<file path="config.mk">
export PLATFORM = sky130hd
export DESIGN_NAME = card_shoe
export DESIGN_NICKNAME = d
export VERILOG_FILES = /design/src/rtl/card_shoe.sv
export SDC_FILE = /design/constraint.sdc
export NUM_CORES = 1
export LEC_CHECK = 0
export CAP_MARGIN = 5
export CORE_UTILIZATION = 45
export CTS_CLUSTER_DIAMETER = 100
export DETAILED_ROUTE_END_ITERATION = 10
export GPL_TIMING_DRIVEN = 0
export SETUP_SLACK_MARGIN = 0.15
export SLEW_MARGIN = 20
export SYNTH_ARGS = -nofsm -noshare
export SYNTH_HDL_FRONTEND = slang
export SYNTH_SLANG_ARGS = --single-unit
</file>
<file path="constraint.sdc">
create_clock -name clk -period 2.75 [get_ports clk]
set_input_delay 0.55 -clock clk [delete_from_list [all_inputs] [get_ports clk]]
set_output_delay 0.55 -clock clk [all_outputs]
set_load 0.05 [all_outputs]
</file>
<file path="src/rtl/card_shoe.sv">
// card_shoe: single-deck card source, deals 0-51 without replacement.
// LFSR candidates for a bounded number of tries, then a linear probe guarantees a deal.
module card_shoe #(
   parameter int          MAX_TRIES     = 8,
   parameter logic [15:0] FALLBACK_SEED = 16'hACE1
) (
   input  logic        clk,
   input  logic        rst,
   input  logic        shuffle,
   input  logic [15:0] seed,
   input  logic        req,
   output logic [7:0]  card,
   output logic        card_valid,
   output logic [5:0]  cards_left,
   output logic        empty,
   output logic        busy,
   output logic        req_err
);
   typedef enum logic [1:0] {IDLE, DRAW, PROBE} state_t;
   state_t      state, state_n;
   logic [51:0] dealt;
   logic [63:0] dealt_x;
   logic [15:0] lfsr;
   logic [5:0]  tries, probe, cand, code;
   logic        cand_ok, probe_ok, last, deal;
   assign dealt_x = {12'b0, dealt};
   assign empty   = cards_left == 6'd0;
   assign busy    = state != IDLE;
   always_comb begin
      cand     = lfsr[5:0];
      cand_ok  = cand < 6'd52 && !dealt_x[cand];
      probe_ok = !dealt_x[probe];
      last     = tries == 6'(MAX_TRIES - 1);
      deal     = (state == DRAW && cand_ok) || (state == PROBE && probe_ok);
      code     = state == DRAW ? cand : probe;
      state_n  = state == IDLE ? (req && !empty ? DRAW : IDLE)
               : state == DRAW ? (cand_ok ? IDLE : last ? PROBE : DRAW)
               : (probe_ok ? IDLE : PROBE);
   end
   always_ff @(posedge clk) begin
      if (rst) begin
         state      <= IDLE;
         dealt      <= '0;
         cards_left <= 6'd52;
         lfsr       <= FALLBACK_SEED;
         card       <= '0;
         card_valid <= 1'b0;
         req_err    <= 1'b0;
         tries      <= '0;
         probe      <= '0;
      end else if (shuffle) begin
         state      <= IDLE;
         dealt      <= '0;
         cards_left <= 6'd52;
         lfsr       <= seed == 16'd0 ? FALLBACK_SEED : seed;
         card_valid <= 1'b0;
         req_err    <= 1'b0;
      end else begin
         state      <= state_n;
         card_valid <= deal;
         req_err    <= state == IDLE && req && empty;
         tries      <= state == DRAW ? tries + 6'd1 : 6'd0;
         if (state == DRAW)
            lfsr <= {1'b0, lfsr[15:1]} ^ (lfsr[0] ? 16'hB400 : 16'h0000);
         if (state == DRAW && !cand_ok && last)
            probe <= cand >= 6'd52 ? cand - 6'd52 : cand;
         else if (state == PROBE && !probe_ok)
            probe <= probe == 6'd51 ? 6'd0 : probe + 6'd1;
         if (deal) begin
            dealt[code] <= 1'b1;
            card        <= {2'b00, code};
            cards_left  <= cards_left - 6'd1;
         end
      end
   end
endmodule

</file>
Word-level counts from Yosys, hierarchy flattened
Index checks and enable logic that the tools add are counted.
- add/sub/neg operators: 4
- $lt $le $gt $ge: 6
- equal/unequal tests: 4
- muxes and demuxes: 22
- bitwise operators: 3
- reduce and logical (&&, ||, !) cells: 24
- operators with widths (operator ; count):
    $mux W16 ; 4
    $or A52 B52 Y52 ; 1
    $mux W6 ; 6
    $lt A6 B7 Y1 const B ; 3
    $logic_not A16 Y1 ; 1
    $xor A15 B16 Y16 ; 1
    $add A6 B1 Y6 const B ; 2
    $bmux W1 S6 ; 2
    $logic_and A1 B1 Y1 ; 10
    $mux W2 ; 5
    $demux W1 S6 ; 1
    $eq A6 B3 Y1 const B ; 1
    $eq A6 B6 Y1 const B ; 1
    $ge A6 B1 Y1 const B ; 1
    $ge A6 B6 Y1 const B ; 1
    $logic_not A6 Y1 ; 1
    $lt A6 B6 Y1 const B ; 1
    $reduce_bool A2 Y1 ; 3
    $sub A6 B1 Y6 const B ; 1
    $sub A6 B6 Y6 const B ; 1
    $logic_not A1 Y1 ; 4
    $mux W1 ; 4
    $reduce_and A2 Y1 ; 2
    $eq A2 B1 Y1 const B ; 1
    other kinds (5) ; 5
- flip-flop bits (word level): 96

Depth between registers and ports, before layout
Gate-level depths: netlist (run 1).
- word-level depth: 9
- mapped depth: 12

Worst setup path before layout (run 1)
OpenSTA, ideal clock, no wires.
- path type: reg-to-reg
- start point: reg probe[0]
- end point: reg cards_left[2]
- setup time: 0.132 ns
- arrival: 2.327 ns
- required time: 2.618 ns
- slack: 0.291 ns
- cell stages (with the launch flop): 12
- clock period less this slack: 2.459 ns
- cell sequence: dfxtp_1 -> buf_4 -> buf_4 -> nor2_1 -> a221o_1 -> o211ai_1 -> a211oi_1 -> or4b_1 -> buf_6 -> buf_6 -> a21oi_1 -> o21ai_1
- word-level cells in the longest chain between the ends: 5
- RTL lines (element ; RTL line ; RTL):
    from (decl) ; 24 ; logic [5:0] tries, probe, cand, code;
    from (signal assigned) ; 66 ; probe <= cand >= 6'd52 ? cand - 6'd52 : cand;
    from (signal assigned) ; 68 ; probe <= probe == 6'd51 ? 6'd0 : probe + 6'd1;
    $bmux W1 S6 ; 32 ; probe_ok = !dealt_x[probe];
    $mux W1 (not written as such) ; 32 ;
    $logic_not A1 Y1 ; 32 ;
    $logic_and A1 B1 Y1 ; 34 ; deal = (state == DRAW && cand_ok) || (state == PROBE && probe_ok);
    $logic_or A1 B1 Y1 ; 34 ;
    to (signal assigned) ; 72 ; cards_left <= cards_left - 6'd1;
    to (decl) ; 14 ; output logic [5:0] cards_left,
Every way passes these cells. The select of a mux whose other input is x is not followed.
A chain may end at the register's enable or synchronous reset.

Worst setup path after layout (run 1)
- start point: reg probe[1]
- end point: reg dealt[6]
- word-level cells in the longest chain between the ends: 6
- elaborated cells between the ends (all ways): 12
- RTL lines (element ; RTL line ; RTL):
    $mux W6 ; 35 ; code = state == DRAW ? cand : probe;
    $lt A6 B7 Y1 (not written as such) / $ge A6 B1 Y1 (equally long branches) ; 70 ; dealt[code] <= 1'b1;
    $logic_and A1 B1 Y1 (not written as such) ; 70 ;
    $mux W1 (not written as such) ; 70 ;
    $demux W1 S6 ; 70 ;
    $or A52 B52 Y52 (no line) ; -- ;
    to (signal assigned) ; 43 ; dealt <= '0;
    to (signal assigned) ; 53 ; dealt <= '0;
    to (signal, indexed assignment) ; 70 ;
    to (decl) ; 21 ; logic [51:0] dealt;
Parallel ways exist; a longest one is shown, timed or not. The select of a mux whose other input is x is not followed.

==> results of run 1 <==
==> final timing paths <==
| path | startpoint | endpoint | slack (ps) |
|---|---|---|---|
| max | probe[1] | dealt[6] | 40 |
| min reg2reg | dealt[11] | dealt[11] | 460 |
| max reg2reg | probe[1] | dealt[6] | 40 |
| min | dealt[11] | dealt[11] | 460 |
==> flip-flops by register name, indices dropped and copies added, names as in the netlist <==
| name | cells |
|---|---|
| lfsr | 16 |
| card_valid | 1 |
| state | 2 |
| tries | 6 |
| dealt | 52 |
| req_err | 1 |
| probe | 6 |
| card | 6 |
| cards_left | 6 |
==> per-layer routing <==
| layer | global-route usage | up-vias | wire length [µm] |
|---|---|---|---|
| li1 | - | 2358 | - |
| met1 | 0.409 | 2431 | 7270 |
| met2 | 0.438 | 222 | 7500 |
| met3 | 0.0717 | 19 | 1400 |
| met4 | 0.0830 | 0 | 228 |
| met5 | 0 | - | 0 |
==> metrics by stage <==
step                       util  std cells
after global placement    0.516        792
after global routing      0.594        839
after floorplan               -        617
final                     0.594        839
after detailed placement  0.516        792
after CTS                 0.573        831
==> report_power, final <==
group	total (mW)	leakage [nW]	switching [mW]	internal [mW]
logic	0.400	1.36	0.239	0.161
registers	1.43	0.778	0.0176	1.41
clock network	1.18	0.136	0.544	0.632
total	3.01	2.28	0.801	2.21
==> logic make-up (layout without fill, tap and decap cells) <==
| logic type | after synthesis | count (layout) | synth area share |
|---|---|---|---|
| other cells | 1 | 2 | 0.000730 |
| fa+ha+maj | 6 | 6 | 0.0146 |
| simple gates | 241 | 241 | 0.215 |
| flops | 96 | 96 | 0.374 |
| buf+inv | 58 | 140 | 0.0596 |
| xor+xnor | 11 | 11 | 0.0187 |
| mux | 41 | 41 | 0.119 |
| compound gates | 162 | 162 | 0.198 |
==> cells in the final DEF, fill, tap and decap left out, types with 12 or more instances in the layout <==
cell	n
o21ai_0	23
clkbuf_1	18
clkdlybuf4s50_1	34
nand2_1	110
o21ai_1	32
buf_4	27
nor2_1	48
dfxtp_1	92
a21oi_1	31
buf_6	12
nand3_1	18
mux2i_1	24
mux4_2	16
==> final cells by class <==
class                           count  area (µm²)
Clock inverter                      4        20.0
Sequential cell                    96        1930
Timing Repair Buffer               66         627
Clock buffer                       12         246
Multi-Input combinational cell    463        3160
Inverter                           13        48.8
Buffer                             45         313
Fill cell                        1025        4460
Tap cell                          140         175
==> timing repair <==
| action | CTS | global route |
|---|---|---|
| buffers inserted | 20 | 8 |
| pin swaps | 11 | 17 |
| hold buffers | 0 | 0 |
| setup endpoints to repair | 72 | 71 |
| gates cloned | 3 | 0 |
| endpoints found under the hold margin | 0 | 0 |
| resized for setup | 49 | 68 |
==> worst register-to-register path, stage by stage, from the launching register on <==
cell and delay [ps]:
dfxtp_1 360, buf_6 190, mux2i_1 120, a221o_1 350, o211ai_1 290, a211oi_2 130, or4b_1 540, buf_6 190
o211ai_4 160, buf_6 190, o21ai_0 70
==> results.toml, run 1 <==
[drt]
vias = 5030
via_per_inst = 6.00
drc = 0
drt_iter0_markers = 478
first_pass_iters = 5
wirelength_mm = 16.4
ant_nets = 0
wl_per_cell_um = 19.6

[sta]
finalSetupTns_ps = 0
fin_ws_ps = 43.8
slew-limit-headroom = 0.246
whs_ps = 459
min_period_ps = 2710
rsz0062_at_grt = "true"
final_max_slew_viol_count = 0
finalHoldViolCount = 0
fin_skew_ps = 5.69
finalCritPeriodShare = 0.984
tightest_slew_ps = 1120
fmax_ghz = 0.370
setup_viol = 0

[worst_setup_path]
start_kind = "flop"
cp.depth = 10
rr_worst_depth = 10
endpoint_kind = "flop"
cp_slowest_stage_delay_ps = 540
worstPathRequired_ps = 2990
path_delay_family = "compound AO/OA/AOI/OAI gates"
cp_max_fo = 10
slowest_stage = "or4b_1"
path_common_cell = "buf_6"
arrival_ps = 2950
critPathBufInv = 3
path_cells = "buf_6 > mux2i_1 > a221o_1 > o211ai_1 > a211oi_2 > or4b_1 > buf_6 > o211ai_4 > buf_6 > o21ai_0"
path_class = "flop to flop"

[clock_network]
clkTransAtPathRegs_ps = 70
cts-root-buf = "clkbuf_16"
cts.sinks = 96
htree_levels = 3
clock_latency_ps = 360
cts_buffers = 9
clock_path_buffers = 2
cts_tree = "yes"

[placed_design]
dp_slack_ps = -205
placed_area_um2 = 5670
port_buffers = 35
routabilityCongestion = 0.925
dp_hpwl_mm = 11.4

[yosys]
synth_edf_count = 0
syn_inst = 616
synth-seq-cells = 96
synth_ff_type = "dfxtp_1"
synth_cell_type_count = 64
synth_top_area_cell = "dfxtp_1"
ys_warn_count = 0
ys_top_cells_by_area = "dfxtp_1 (37%), nand2_1 (8.0%), mux4_2 (7.0%)"
yosysSeqAreaShare = 0.374
synth_commonest_cells = "nand2_1 (110), dfxtp_1 (96), o21ai_0 (55)"
synth_area_um2 = 5140
synth.most_common_cell = "nand2_1"
async_reset_ff_frac = 0
syn_avg_cell_area_um2 = 8.34
synth_top_area_share = 0.374

[pwr]
power_mw = 3.01
total_leakage_power_nw = 2.28
power.density_nw_per_um2 = 461
peakVddDrop_v = 0.000524

[grt]
grt_use_total = 0.291
grt_pass1_vias = 4589
grt_pass1_wl_mm = 25.4
grt_overflow_total = 0
antenna_found_initial = 0
grt_max_degree = 15

[floorplanning]
fp.dieH_um = 109
ios = 38
dieArea_um2 = 11900
row_count = 38
start_util = 0.468
die_x_um = 109
core_um2 = 11000

[flow_run]
drv_cap = 0

[outcome]
status = "finished, final reports clean"

[final_layout]
syn_to_final_growth_pct = 26.9
nNetsFinal = 720
insertedDiodeCount = 0
drive_above_1_share = 0.209
final_area_um2 = 6520

[hold_path]
hold_depth = 2
min_path_type = "flop to flop"
Note: power is estimated with default switching activity, not from simulation.
==> run 2, diff against run 1 <==
--- a/config.mk
+++ b/config.mk
@@ -6,6 +6,7 @@
 export NUM_CORES = 1
 export LEC_CHECK = 0
 export CAP_MARGIN = 5
+export CORE_MARGIN = 3
 export CORE_UTILIZATION = 45
 export CTS_CLUSTER_DIAMETER = 100
 export DETAILED_ROUTE_END_ITERATION = 10
==> run 2 against run 1 <==
  * Setup slack worse by 34 ps
  * First-iteration DRC count is 15% lower
  * Core utilization up 2.5 points
  * Sequential power about the same
==> results.toml, run 2 (synthesized netlist as in run 1, its figures left out) <==
[outcome]
status = "finished, final reports clean"

[final_layout]
insertedDiodeCount = 0
final_cells = 849
syn_to_final_growth_pct = 32.3
top_register = "dealt"
largest_register_ffs = 52
fillCellCount = 1004
final_cell_mix = "nand2_1 (110), dfxtp_1 (92), nor2_1 (49)"
drive_above_1_share = 0.257
nNetsFinal = 730
largestRegisters = "dealt x52, lfsr x16"
final_common_cell = "nand2_1"

[worst_setup_path]
path_cells = "buf_6 > buf_6 > mux4_2 > mux2i_4 > o31ai_4 > nor4_2 > buf_4 > or4b_4 > buf_12 > o211ai_4 > buf_6 > o21ai_0"
worstPathRequired_ps = 2980
path_class = "flop to flop"
endpoint_kind = "flop"
slowest_stage = "or4b_4"
r2r_start = "lfsr[0]"
path_common_cell = "buf_6"
arrival_ps = 2970
start_kind = "flop"
crit_start = "lfsr[0]"
cp_max_fo = 5
cp_slowest_stage_delay_ps = 520

[grt]
grt_use_total = 0.267
antenna_found_initial = 0
grt_pass1_vias = 4842
grt_pass1_wl_mm = 26.4
grt_overflow_total = 0
grt_max_degree = 15

[pwr]
power.density_nw_per_um2 = 461
total_leakage_power_nw = 2.40
peakVddDrop_v = 0.000363

[sta]
setup_viol = 0
tightest_slew_ps = 1010
finalHoldViolCount = 0
finalSetupTns_ps = 0
rsz0062_at_grt = "true"
finalCritPeriodShare = 0.996
min_period_ps = 2740
fmax_ghz = 0.365
fin_skew_ps = 11.5
final_max_slew_viol_count = 0
slew-limit-headroom = 0.319

[drt]
drc = 0
via_per_inst = 6.08
wirelength_mm = 17.0
wl_per_cell_um = 20.0
ant_nets = 0
first_pass_iters = 5
vias = 5164
drt_iter0_markers = 407

[placed_design]
port_buffers = 35
routabilityCongestion = 0.903
placed_cells = 792
dp_hpwl_mm = 11.7

[hold_path]
min-delay-start = "dealt[6]"
min_path_type = "flop to flop"

[floorplanning]
core_um2 = 11000
ios = 38
row_count = 38
start_util = 0.468
dieArea_um2 = 12700
fp.dieH_um = 113
die_x_um = 113

[clock_network]
clock_latency_ps = 360
htree_levels = 3
clkTransAtPathRegs_ps = 60
cts.sinks = 96
clock_path_buffers = 2
cts_tree = "yes"
cts_buffers = 9
cts-root-buf = "clkbuf_16"

[flow_run]
drv_cap = 0
run 2: changes by cell type in the layout (fill, tap and decap cells not counted), moves of 4 or more:
cell	before	now
o21ai_1	32	16
buf_6	12	17
o21ai_2	7	30
a21oi_4	0	4
o21ai_0	23	16
buf_4	27	34
run 2: path summary, 6_finish.rpt:
path / to / slack [ps] / cells after the start
setup / recovery: dealt[3] / 10 / 12
hold reg to reg: dealt[6] / 460 / 2
hold / removal: dealt[6] / 460 / 2
setup reg to reg: dealt[3] / 10 / 12
run 2: stage by stage:
stage | power (mW) | utilization | hold WS, ps | instance area, µm² | setup WS, ps
6_report | 3.14 | 0.619 | 461 | 6800 | 9.81
5_1_grt | 3.23 | 0.619 | 483 | 6800 | -55.7
4_1_cts | 3.10 | 0.578 | 462 | 6350 | 97.3
3_5_place_dp | 1.79 | 0.516 | 455 | 5670 | -241
3_3_place_gp | 1.79 | 0.516 | 449 | 5670 | -214
2_1_floorplan | 1.68 | - | 432 | 5140 | 291
run 2: layout make-up:
cell class | count | area, µm² | share of cell area
multi-input combinational | 463 | 3320 | 0.488
timing repair buffer | 76 | 698 | 0.103
sequential | 96 | 1930 | 0.283
clock buffer | 13 | 260 | 0.0383
buffer | 45 | 329 | 0.0484
tap | 140 | 175 | 0.0258
inverter | 13 | 52.6 | 0.00773
clock inverter | 3 | 40.0 | 0.00589
run 2: critical path, delay by kind of cell (launching register included):
| kind | cells | cell delay (ps) |
|---|---|---|
| buffers and inverters | 5 | 740 |
| AND/OR/NAND/NOR | 2 | 580 |
| AO/OA/AOI/OAI | 3 | 500 |
| multiplexers | 2 | 440 |
| flip-flops | 1 | 340 |
run 2: layer usage:
metal | up-vias | wire (µm) | global-route usage
li1 | 2379 | - | -
met1 | 2507 | 7280 | 0.372
met2 | 237 | 7830 | 0.408
met3 | 41 | 1480 | 0.0610
met4 | 0 | 410 | 0.0913
met5 | - | 0 | 0
run 2: report_power, final:
group / internal [mW] / switching, mW
logic: 0.164 / 0.246
clock network: 0.753 / 0.541
registers: 1.41 / 0.0187
run 2: what timing repair did:
item                       CTS  global route
setup endpoints to repair   72            71
resized for setup           57           115
buffers inserted            21            15
gates cloned                 5             0
pin swaps                    7            31
hold buffers                 0             0
